**config.mk**
```make
export PLATFORM = sky130hd
export DESIGN_NAME = shuffle_buffer
export DESIGN_NICKNAME = d
export VERILOG_FILES = /design/src/rtl/esm_pkg.sv /design/src/rtl/free_slot_encoder.sv /design/src/rtl/shuffle_buffer.sv
export SDC_FILE = /design/constraint.sdc
export NUM_CORES = 1
export LEC_CHECK = 0
export BUFFER_PORTS_ARGS = -buffer_cell sky130_fd_sc_hd__buf_2
export CELL_PAD_IN_SITES_DETAIL_PLACEMENT = 1
export CELL_PAD_IN_SITES_GLOBAL_PLACEMENT = 2
export CORE_ASPECT_RATIO = 0.5
export CORE_MARGIN = 10
export CORE_UTILIZATION = 35
export CTS_CLUSTER_SIZE = 16
export DETAILED_ROUTE_END_ITERATION = 10
export PLACE_DENSITY_LB_ADDON = 0.1
export SETUP_SLACK_MARGIN = 0.4
export SLEW_MARGIN = 10
export SYNTH_ARGS = -nofsm -noshare
export SYNTH_HDL_FRONTEND = slang
export SYNTH_SLANG_ARGS = --single-unit
```
**constraint.sdc**
```tcl
create_clock -name clk -period 3.7 [get_ports clk]
set_input_delay 0.37 -clock clk [delete_from_list [all_inputs] [get_ports clk]]
set_output_delay 0.37 -clock clk [all_outputs]
set_load 0.1 [all_outputs]
```
**src/rtl/esm_pkg.sv**
```systemverilog
// rtl/esm_pkg.sv - shared defaults, state encoding and index-width helper for the shuffle buffer
// Ports: none (package).
package esm_pkg;

  localparam int BS_DEFAULT = 16;
  localparam int DW_DEFAULT = 8;

  // Index width for a slot count; the external selector uses the same rule.
  function automatic int idx_width(input int n);
    return (n > 1) ? $clog2(n) : 1;
  endfunction

  localparam int IDX_W = idx_width(BS_DEFAULT);

  typedef enum logic [1:0] {
    ST_FILL   = 2'd0,
    ST_SETTLE = 2'd1,
    ST_EMIT   = 2'd2
  } state_t;

endpackage

```
**src/rtl/free_slot_encoder.sv**
```systemverilog
// rtl/free_slot_encoder.sv - lowest-index free slot priority encoder
// Ports:
//   occupancy  [0:BS-1] in   bit i set = slot i holds data
//   free_index [IW-1:0] out  lowest index whose occupancy bit is 0 (0 when none free)
//   any_free            out  at least one slot is free
module free_slot_encoder
  import esm_pkg::*;
#(
  parameter int BS = BS_DEFAULT,
  parameter int IW = IDX_W
) (
  input  logic [0:BS-1] occupancy,
  output logic [IW-1:0] free_index,
  output logic          any_free
);

  // Scan from the top down so the lowest free index is written last and wins.
  always_comb begin
    free_index = '0;
    for (int i = BS - 1; i >= 0; i--) begin
      if (!occupancy[i]) free_index = IW'(i);
    end
  end

  assign any_free = ~&occupancy;

endmodule

```
**src/rtl/shuffle_buffer.sv**
```systemverilog
// rtl/shuffle_buffer.sv - slot buffer emitting words in an order chosen by an external random selector
// Ports:
//   clk, rst                 clock, asynchronous active-high reset
//   in_valid/in_ready        producer handshake; in_data word, in_last ends a burst
//   candidate_list [0:BS-1]  registered occupancy bitmap fed to the selector
//   sel_index, sel_valid     slot picked by the selector
//   out_valid/out_ready      consumer handshake; out_data word from slot sel_index
//   occ_count                number of occupied slots
//   sel_err                  sticky: selector named an empty slot while emitting
module shuffle_buffer
  import esm_pkg::*;
#(
  parameter int BS = BS_DEFAULT,
  parameter int DW = DW_DEFAULT,
  localparam int IW = idx_width(BS)
) (
  input  logic          clk,
  input  logic          rst,
  input  logic          in_valid,
  output logic          in_ready,
  input  logic [DW-1:0] in_data,
  input  logic          in_last,
  output logic [0:BS-1] candidate_list,
  input  logic [IW-1:0] sel_index,
  input  logic          sel_valid,
  output logic          out_valid,
  input  logic          out_ready,
  output logic [DW-1:0] out_data,
  output logic [IW:0]   occ_count,
  output logic          sel_err
);

  state_t        state, state_nxt;
  logic [0:BS-1] occupancy;
  logic [IW:0]   occ_cnt;
  logic          drain;
  logic          sel_err_q;
  logic [DW-1:0] slot_mem [BS];

  logic [IW-1:0] free_index;
  logic          any_free;
  logic          last_free;
  logic          wr_en, rd_en, drain_set, drain_clr, err_set;

  free_slot_encoder #(.BS(BS), .IW(IW)) u_free_enc (
    .occupancy  (occupancy),
    .free_index (free_index),
    .any_free   (any_free)
  );

  // A write while exactly one slot is free fills the buffer.
  assign last_free = (occ_cnt == (IW+1)'(BS - 1));

  always_ff @(posedge clk or posedge rst) begin
    if (rst) state <= ST_FILL;
    else     state <= state_nxt;
  end

  always_comb begin
    state_nxt = state;
    in_ready  = 1'b0;
    out_valid = 1'b0;
    out_data  = '0;
    wr_en     = 1'b0;
    rd_en     = 1'b0;
    drain_set = 1'b0;
    drain_clr = 1'b0;
    err_set   = 1'b0;
    unique case (state)
      ST_FILL: begin
        in_ready = any_free;
        if (in_valid && any_free) begin
          wr_en = 1'b1;
          if (in_last) drain_set = 1'b1;
          if (in_last || last_free) state_nxt = ST_SETTLE;
        end
      end
      // One dead cycle lets the selector register the updated candidate_list.
      ST_SETTLE: begin
        if (occ_cnt != '0) begin
          state_nxt = ST_EMIT;
        end else begin
          state_nxt = ST_FILL;
          drain_clr = 1'b1;
        end
      end
      ST_EMIT: begin
        out_data = slot_mem[sel_index];
        if (sel_valid) begin
          if (occupancy[sel_index]) out_valid = 1'b1;
          else                      err_set   = 1'b1;
        end
        if (out_valid && out_ready) begin
          rd_en     = 1'b1;
          state_nxt = drain ? ST_SETTLE : ST_FILL;
        end
      end
      default: state_nxt = ST_FILL;
    endcase
  end

  // Writes only happen in FILL and reads only in EMIT, so the two never coincide.
  always_ff @(posedge clk or posedge rst) begin
    if (rst) begin
      occupancy <= '0;
      occ_cnt   <= '0;
      drain     <= 1'b0;
      sel_err_q <= 1'b0;
    end else begin
      if (wr_en) begin
        occupancy[free_index] <= 1'b1;
        occ_cnt               <= occ_cnt + (IW+1)'(1);
      end else if (rd_en) begin
        occupancy[sel_index]  <= 1'b0;
        occ_cnt               <= occ_cnt - (IW+1)'(1);
      end
      if (drain_set)      drain <= 1'b1;
      else if (drain_clr) drain <= 1'b0;
      if (err_set) sel_err_q <= 1'b1;
    end
  end

  // Slot contents are meaningful only where occupancy is set, so no reset here.
  always_ff @(posedge clk) begin
    if (wr_en) slot_mem[free_index] <= in_data;
  end

  assign candidate_list = occupancy;
  assign occ_count      = occ_cnt;
  assign sel_err        = sel_err_q;

endmodule

```
==> results of run 1 <==
## area by class of cell
cell class | instances | area [um2]
Tap cell | 240 | 300
Timing Repair Buffer | 68 | 400
Clock inverter | 14 | 150
Fill cell | 1782 | 10600
Inverter | 10 | 37.5
Sequential cell | 153 | 4470
Clock buffer | 18 | 429
Multi-Input combinational cell | 180 | 1940
## sequential cells by signal, summed over array words and instances, names as in the netlist
signal / flops
occ_count: 5
sel_err: 1
candidate_list: 16
state: 2
drain: 1
slot_mem: 128
## cell families after synthesis
kind of cell / count (synthesis) / synth area share [%]
compound gates: 51 / 5.46
xor+xnor: 4 / 0.540
fa+ha+maj: 4 / 0.887
buf+inv: 22 / 1.48
flops: 153 / 68.9
mux: 51 / 16.8
simple gates: 70 / 5.92
## per-layer routing
metal  track usage (%)  part of all wire (%)  up-vias  wire [um]
li1                  -                     -     1615          -
met3              3.62                   5.4       19        970
met2              24.8                    48       85       8550
met5                 0                 0.062        -         11
met4              4.73                   1.0        2        187
met1              19.9                    46     2020       8150
## path summary, 6_finish.rpt
path,start,endpoint,slack (ns)
worst max-delay path,sel_index[1],out_valid,0.81
worst min-delay path,rst,candidate_list[4]$_DFFE_PP0P_,0.18
max in group asynchronous,rst,drain$_DFFE_PP0P_,2.92
worst min register to register,sel_err$_DFFE_PP0P_,sel_err$_DFFE_PP0P_,0.49
min in group clk,sel_valid,sel_err$_DFFE_PP0P_,0.23
worst max register to register,state[0]$_DFFE_PP0P_,occ_count[4]$_DFFE_PP0P_,0.83
## through the flow
step           area, um2  instances
2_1_floorplan       6500        355
3_3_place_gp        7140        651
3_5_place_dp        7140        651
4_1_cts             7720        683
5_1_grt             7720        683
6_report            7720        683
## report_power, final
part           switching, W  internal, W  total [W]
combinational       0.00138     0.000440    0.00182
sequential         0.000169      0.00204    0.00221
clock              0.000749     0.000955    0.00170
total               0.00230      0.00344    0.00574
## worst max-delay path, stage by stage
cell	delay, ns
buf_2	0.50
mux4_2	0.59
mux2_2	0.32
mux2i_1	0.35
nor3b_4	0.08
buf_2	0.30
## synthesized netlist by cell type, drive strengths merged, types with 3 or more instances
| cell | number |
|---|---|
| edfxtp | 128 |
| mux4 | 44 |
| dfrtp | 25 |
| o21ai | 24 |
| nor2 | 12 |
| buf | 10 |
| inv | 10 |
| nand2 | 10 |
| and2 | 9 |
| nor3 | 9 |
| o31ai | 8 |
| nand4 | 6 |
| mux2 | 5 |
| nand2b | 5 |
| nand3 | 5 |
| nand3b | 5 |
| ha | 3 |
| nor3b | 3 |
| xor2 | 3 |
==> results.py, run 1 <==
metrics = {
    "synth": {
        "avgSynthCellArea_um2": 18.3,
        "yosysUniqueCellTypes": 49,
        "synth_area_leaders": "edfxtp_1 59%, mux4_2 14%, dfrtp_1 9.6%, o21ai_0 1.6%, mux4_1 1.2%",
        "synth_top_flop_cell": "edfxtp_1",
        "yosys_warnings": 0,
        "ys_seq_elements": 153,
        "synth-edff-count": 128,
        "yosysTopAreaCell": "edfxtp_1",
        "async_reset_ff_share_pct": 16.3,
        "synth_seq_area_share_pct": 68.9,
        "yosysTopAreaCellShare_pct": 59.2,
        "synth_nets": 377,
        "syn-instance-count": 355,
        "syn_area_mm2": 0.00649,
    },
    "sta": {
        "worst_pin_slew_ns": 0.997,
        "layout_min_cycle_time_ns": 2.89,
        "slew_headroom_pct": 33.5,
        "skew_ns": 0.0106,
        "hold_viol_final": 0,
        "tns_ns": 0,
        "grt_setup_unrepaired": "false",
        "setup_violations": 0,
        "drv_slew": 0,
        "finalCritPeriodShare_pct": 78.0,
        "layout_setup_ws_ns": 0.815,
        "hold_slack_ns": 0.175,
        "fmax_mhz": 347,
    },
    "setup_path": {
        "critical_path_class": "in2out",
        "critPathCaptureType": "output pin",
        "worstPathArrival_ns": 2.52,
        "crit_fanout": 25,
        "start_kind": "input port",
        "r2r_cells": 7,
        "required_ns": 3.33,
    },
    "grt": {
        "gr-total-overflow": 0,
        "grt_pass1_wl_um": 27200,
        "grt_max_degree": 36,
        "grt.total_usage_pct": 15.2,
        "antenna_found_initial": 2,
        "grt_pass1_vias": 4197,
    },
    "detailed_routing": {
        "drtPass1Iterations": 4,
        "post_drt_via_cell_ratio": 5.48,
        "drc_errors": 0,
        "drt-initial-drc-count": 317,
        "antenna_left": 0,
        "routed_wl_um": 17900,
        "wl_per_cell_um": 26.2,
        "vias": 3741,
    },
    "finish": {
        "layout_common_cells": "128 x edfxtp_1, 49 x buf_2, 41 x mux4_2",
        "n_antenna_cell": 0,
        "fin_util_pct": 42.2,
        "drive_gt1_share_pct": 33.9,
        "area_growth_pct": 19.0,
        "nets": 452,
        "final_common_cell": "edfxtp_1",
    },
    "pwr": {
        "powerDensity_mw_per_mm2": 743,
        "ir_worst_vdd_uv": 485,
        "leakage_nw": 2.71,
        "finalPower_w": 0.00574,
    },
    "floorplan": {
        "num_rows": 35,
        "die_w_um": 213,
        "die_h_um": 116,
        "ioPinCount": 50,
        "die_area_mm2": 0.0247,
        "initial_core_util_pct": 35.5,
        "core-area_mm2": 0.0183,
    },
    "clocking": {
        "cts-htree-levels": 4,
        "cts_setup_buffers": 0,
        "clock_tree.root_cell": "clkbuf_16",
        "cts_resized": 0,
        "clkSinkCount": 153,
        "ctsHoldBuffers": 0,
        "cts_made_buffers": 17,
        "ctsLongestPathBuffers": 2,
        "cts_tree": "done",
        "clk_pin_slew_ns": 0.06,
        "clkLatencyLatePin_ns": 0.42,
    },
    "placement": {
        "io_buffer_count": 49,
        "post-place-ws_ns": 0.728,
        "gp_congestion": 0.820,
        "dp_hpwl_um": 11500,
    },
    "job": {
        "drv_cap": 0,
    },
    "worst_hold_path": {
        "hp-class": "in2async",
    },
    "status": {
        "status": "finished, final reports clean",
    },
}
Power figures use the tool's default switching activity.
==> inputs of run 2 (changes only) <==
==> constraint.sdc (replaced) <==
create_clock -name clk -period 2.43 [get_ports clk]
set_input_delay 0.243 -clock clk [delete_from_list [all_inputs] [get_ports clk]]
set_output_delay 0.243 -clock clk [all_outputs]
set_load 0.1 [all_outputs]
==> results.py, run 2 (synthesis results as in run 1) <==
metrics = {
    "status": {
        "status": "finished with violations",
        "failed_checks": "negative setup slack",
    },
    "clocking": {
        "cts_tree": "done",
        "ctsLongestPathBuffers": 2,
        "clkLatencyLatePin_ns": 0.43,
        "clock_tree.root_cell": "clkbuf_16",
        "clkSinkCount": 153,
        "clk_pin_slew_ns": 0.07,
        "cts-htree-levels": 4,
        "cts_made_buffers": 17,
    },
    "placement": {
        "gp_congestion": 0.850,
        "placedCellCount": 676,
        "io_buffer_count": 49,
        "dp_hpwl_um": 12400,
        "post-place-ws_ns": -0.0255,
    },
    "finish": {
        "area_growth_pct": 43.0,
        "final_cells": 757,
        "fin_util_pct": 50.7,
        "n_antenna_cell": 0,
        "layout_common_cells": "128 x edfxtp_1, 48 x buf_4, 43 x mux4_2",
        "drive_gt1_share_pct": 59.2,
        "largest_register": "slot_mem",
        "fillers": 1731,
        "nets": 526,
        "largest_reg_flops": 128,
        "final_common_cell": "edfxtp_1",
    },
    "sta": {
        "finalCritPeriodShare_pct": 103,
        "drv_slew": 0,
        "worst_pin_slew_ns": 0.700,
        "skew_ns": 0.0115,
        "layout_setup_ws_ns": -0.0628,
        "setup_violations": 2,
        "fmax_mhz": 401,
        "hold_viol_final": 0,
        "slew_headroom_pct": 53.1,
        "layout_min_cycle_time_ns": 2.49,
        "grt_setup_unrepaired": "true",
    },
    "detailed_routing": {
        "drt-initial-drc-count": 224,
        "top_layer_used": "met4",
        "antenna_left": 0,
        "routed_wl_um": 19300,
        "post_drt_via_cell_ratio": 5.30,
        "drt-met1-wl_um": 8920,
        "drtPass1Iterations": 4,
        "drc_errors": 0,
        "wl_met3_um": 658,
        "vias": 4013,
        "dr_wl_met2_um": 9480,
        "wl_per_cell_um": 25.5,
    },
    "pwr": {
        "powerDensity_mw_per_mm2": 1180,
        "finalPower_w": 0.0109,
        "ir_worst_vdd_uv": 1130,
        "leakage_nw": 3.29,
    },
    "setup_path": {
        "rrSetupSlack_ns": -0.02,
        "critical_path_class": "reg2out",
        "worstPathArrival_ns": 2.25,
        "crit_family": "multiplexers",
        "critPathCaptureType": "output pin",
        "cp_cell_sequence": "buf_6 -> mux4_2 -> mux2_4 -> mux2i_4 -> nor3b_4 -> buf_12",
        "cpMaxStageDelayCell": "dfrtp_4",
        "required_ns": 2.19,
        "path_buf_inv": 2,
        "crit_fanout": 2,
        "slowest_delay_ns": 0.48,
        "start_kind": "flop",
    },
    "job": {
        "drv_cap": 0,
    },
    "floorplan": {
        "die_h_um": 116,
        "initial_core_util_pct": 35.5,
        "ioPinCount": 50,
        "die_w_um": 213,
        "num_rows": 35,
        "die_area_mm2": 0.0247,
        "core-area_mm2": 0.0183,
    },
    "grt": {
        "grt_pass1_wl_um": 29300,
        "grt_pass1_vias": 4410,
        "antenna_found_initial": 0,
        "grt.total_usage_pct": 16.5,
        "grt_max_degree": 38,
        "gr-total-overflow": 0,
    },
    "worst_hold_path": {
        "hp-class": "in2reg",
    },
}
==> run 2: where the power goes <==
group,total [W],internal [W],switching [W]
sequential,0.00336,0.00315,0.000213
clock,0.00284,0.00166,0.00117
combinational,0.00474,0.00189,0.00285
==> run 2: layout make-up <==
class / instances / area [um2] / area share [%]
sequential: 153 / 4530 / 48.8
multi-input combinational: 180 / 2370 / 25.6
timing repair buffer: 142 / 1400 / 15.1
clock buffer: 17 / 425 / 4.59
tap: 240 / 300 / 3.24
clock inverter: 15 / 210 / 2.27
inverter: 10 / 37.5 / 0.405
==> run 2: repair_timing <==
action                                  4_1_cts  5_1_grt
gates cloned                                  0        0
endpoints found under the setup margin      133      137
setup buffers                                30       18
gates resized for setup                     104       28
pin swaps                                    38       24
hold buffers                                  1        0
hold endpoints to repair                     25        0
==> run 2: final timing paths <==
check                                         startpoint                       endpoint  cells after the start
setup / recovery           candidate_list[6]$_DFFE_PP0P_                      out_valid                      6
hold reg to reg                      sel_err$_DFFE_PP0P_            sel_err$_DFFE_PP0P_                      1
hold / removal                                 sel_valid            sel_err$_DFFE_PP0P_                      2
max in group asynchronous                            rst  candidate_list[3]$_DFFE_PP0P_                      4
setup reg to reg           candidate_list[6]$_DFFE_PP0P_       occ_count[4]$_DFFE_PP0P_                     11
min in group asynchronous                            rst            sel_err$_DFFE_PP0P_                      4
==> run 2: per-layer routing <==
| metal | vias up | track usage (%) |
|---|---|---|
| met2 | 71 | 26.4 |
| met5 | - | 0 |
| li1 | 1762 | - |
| met3 | 17 | 3.51 |
| met1 | 2163 | 21.9 |
| met4 | 0 | 5.91 |
==> run 2: metrics by stage <==
step / TNS (ns) / hold WS (ns) / area [um2]
after floorplan: -0.913 / 0.271 / 6750
after global placement: 0 / 0.315 / 7690
after detailed placement: -0.198 / 0.346 / 7690
after CTS: -0.112 / 0.0687 / 9020
after global routing: -0.600 / 0.0781 / 9280
final: -0.0875 / 0.0930 / 9280
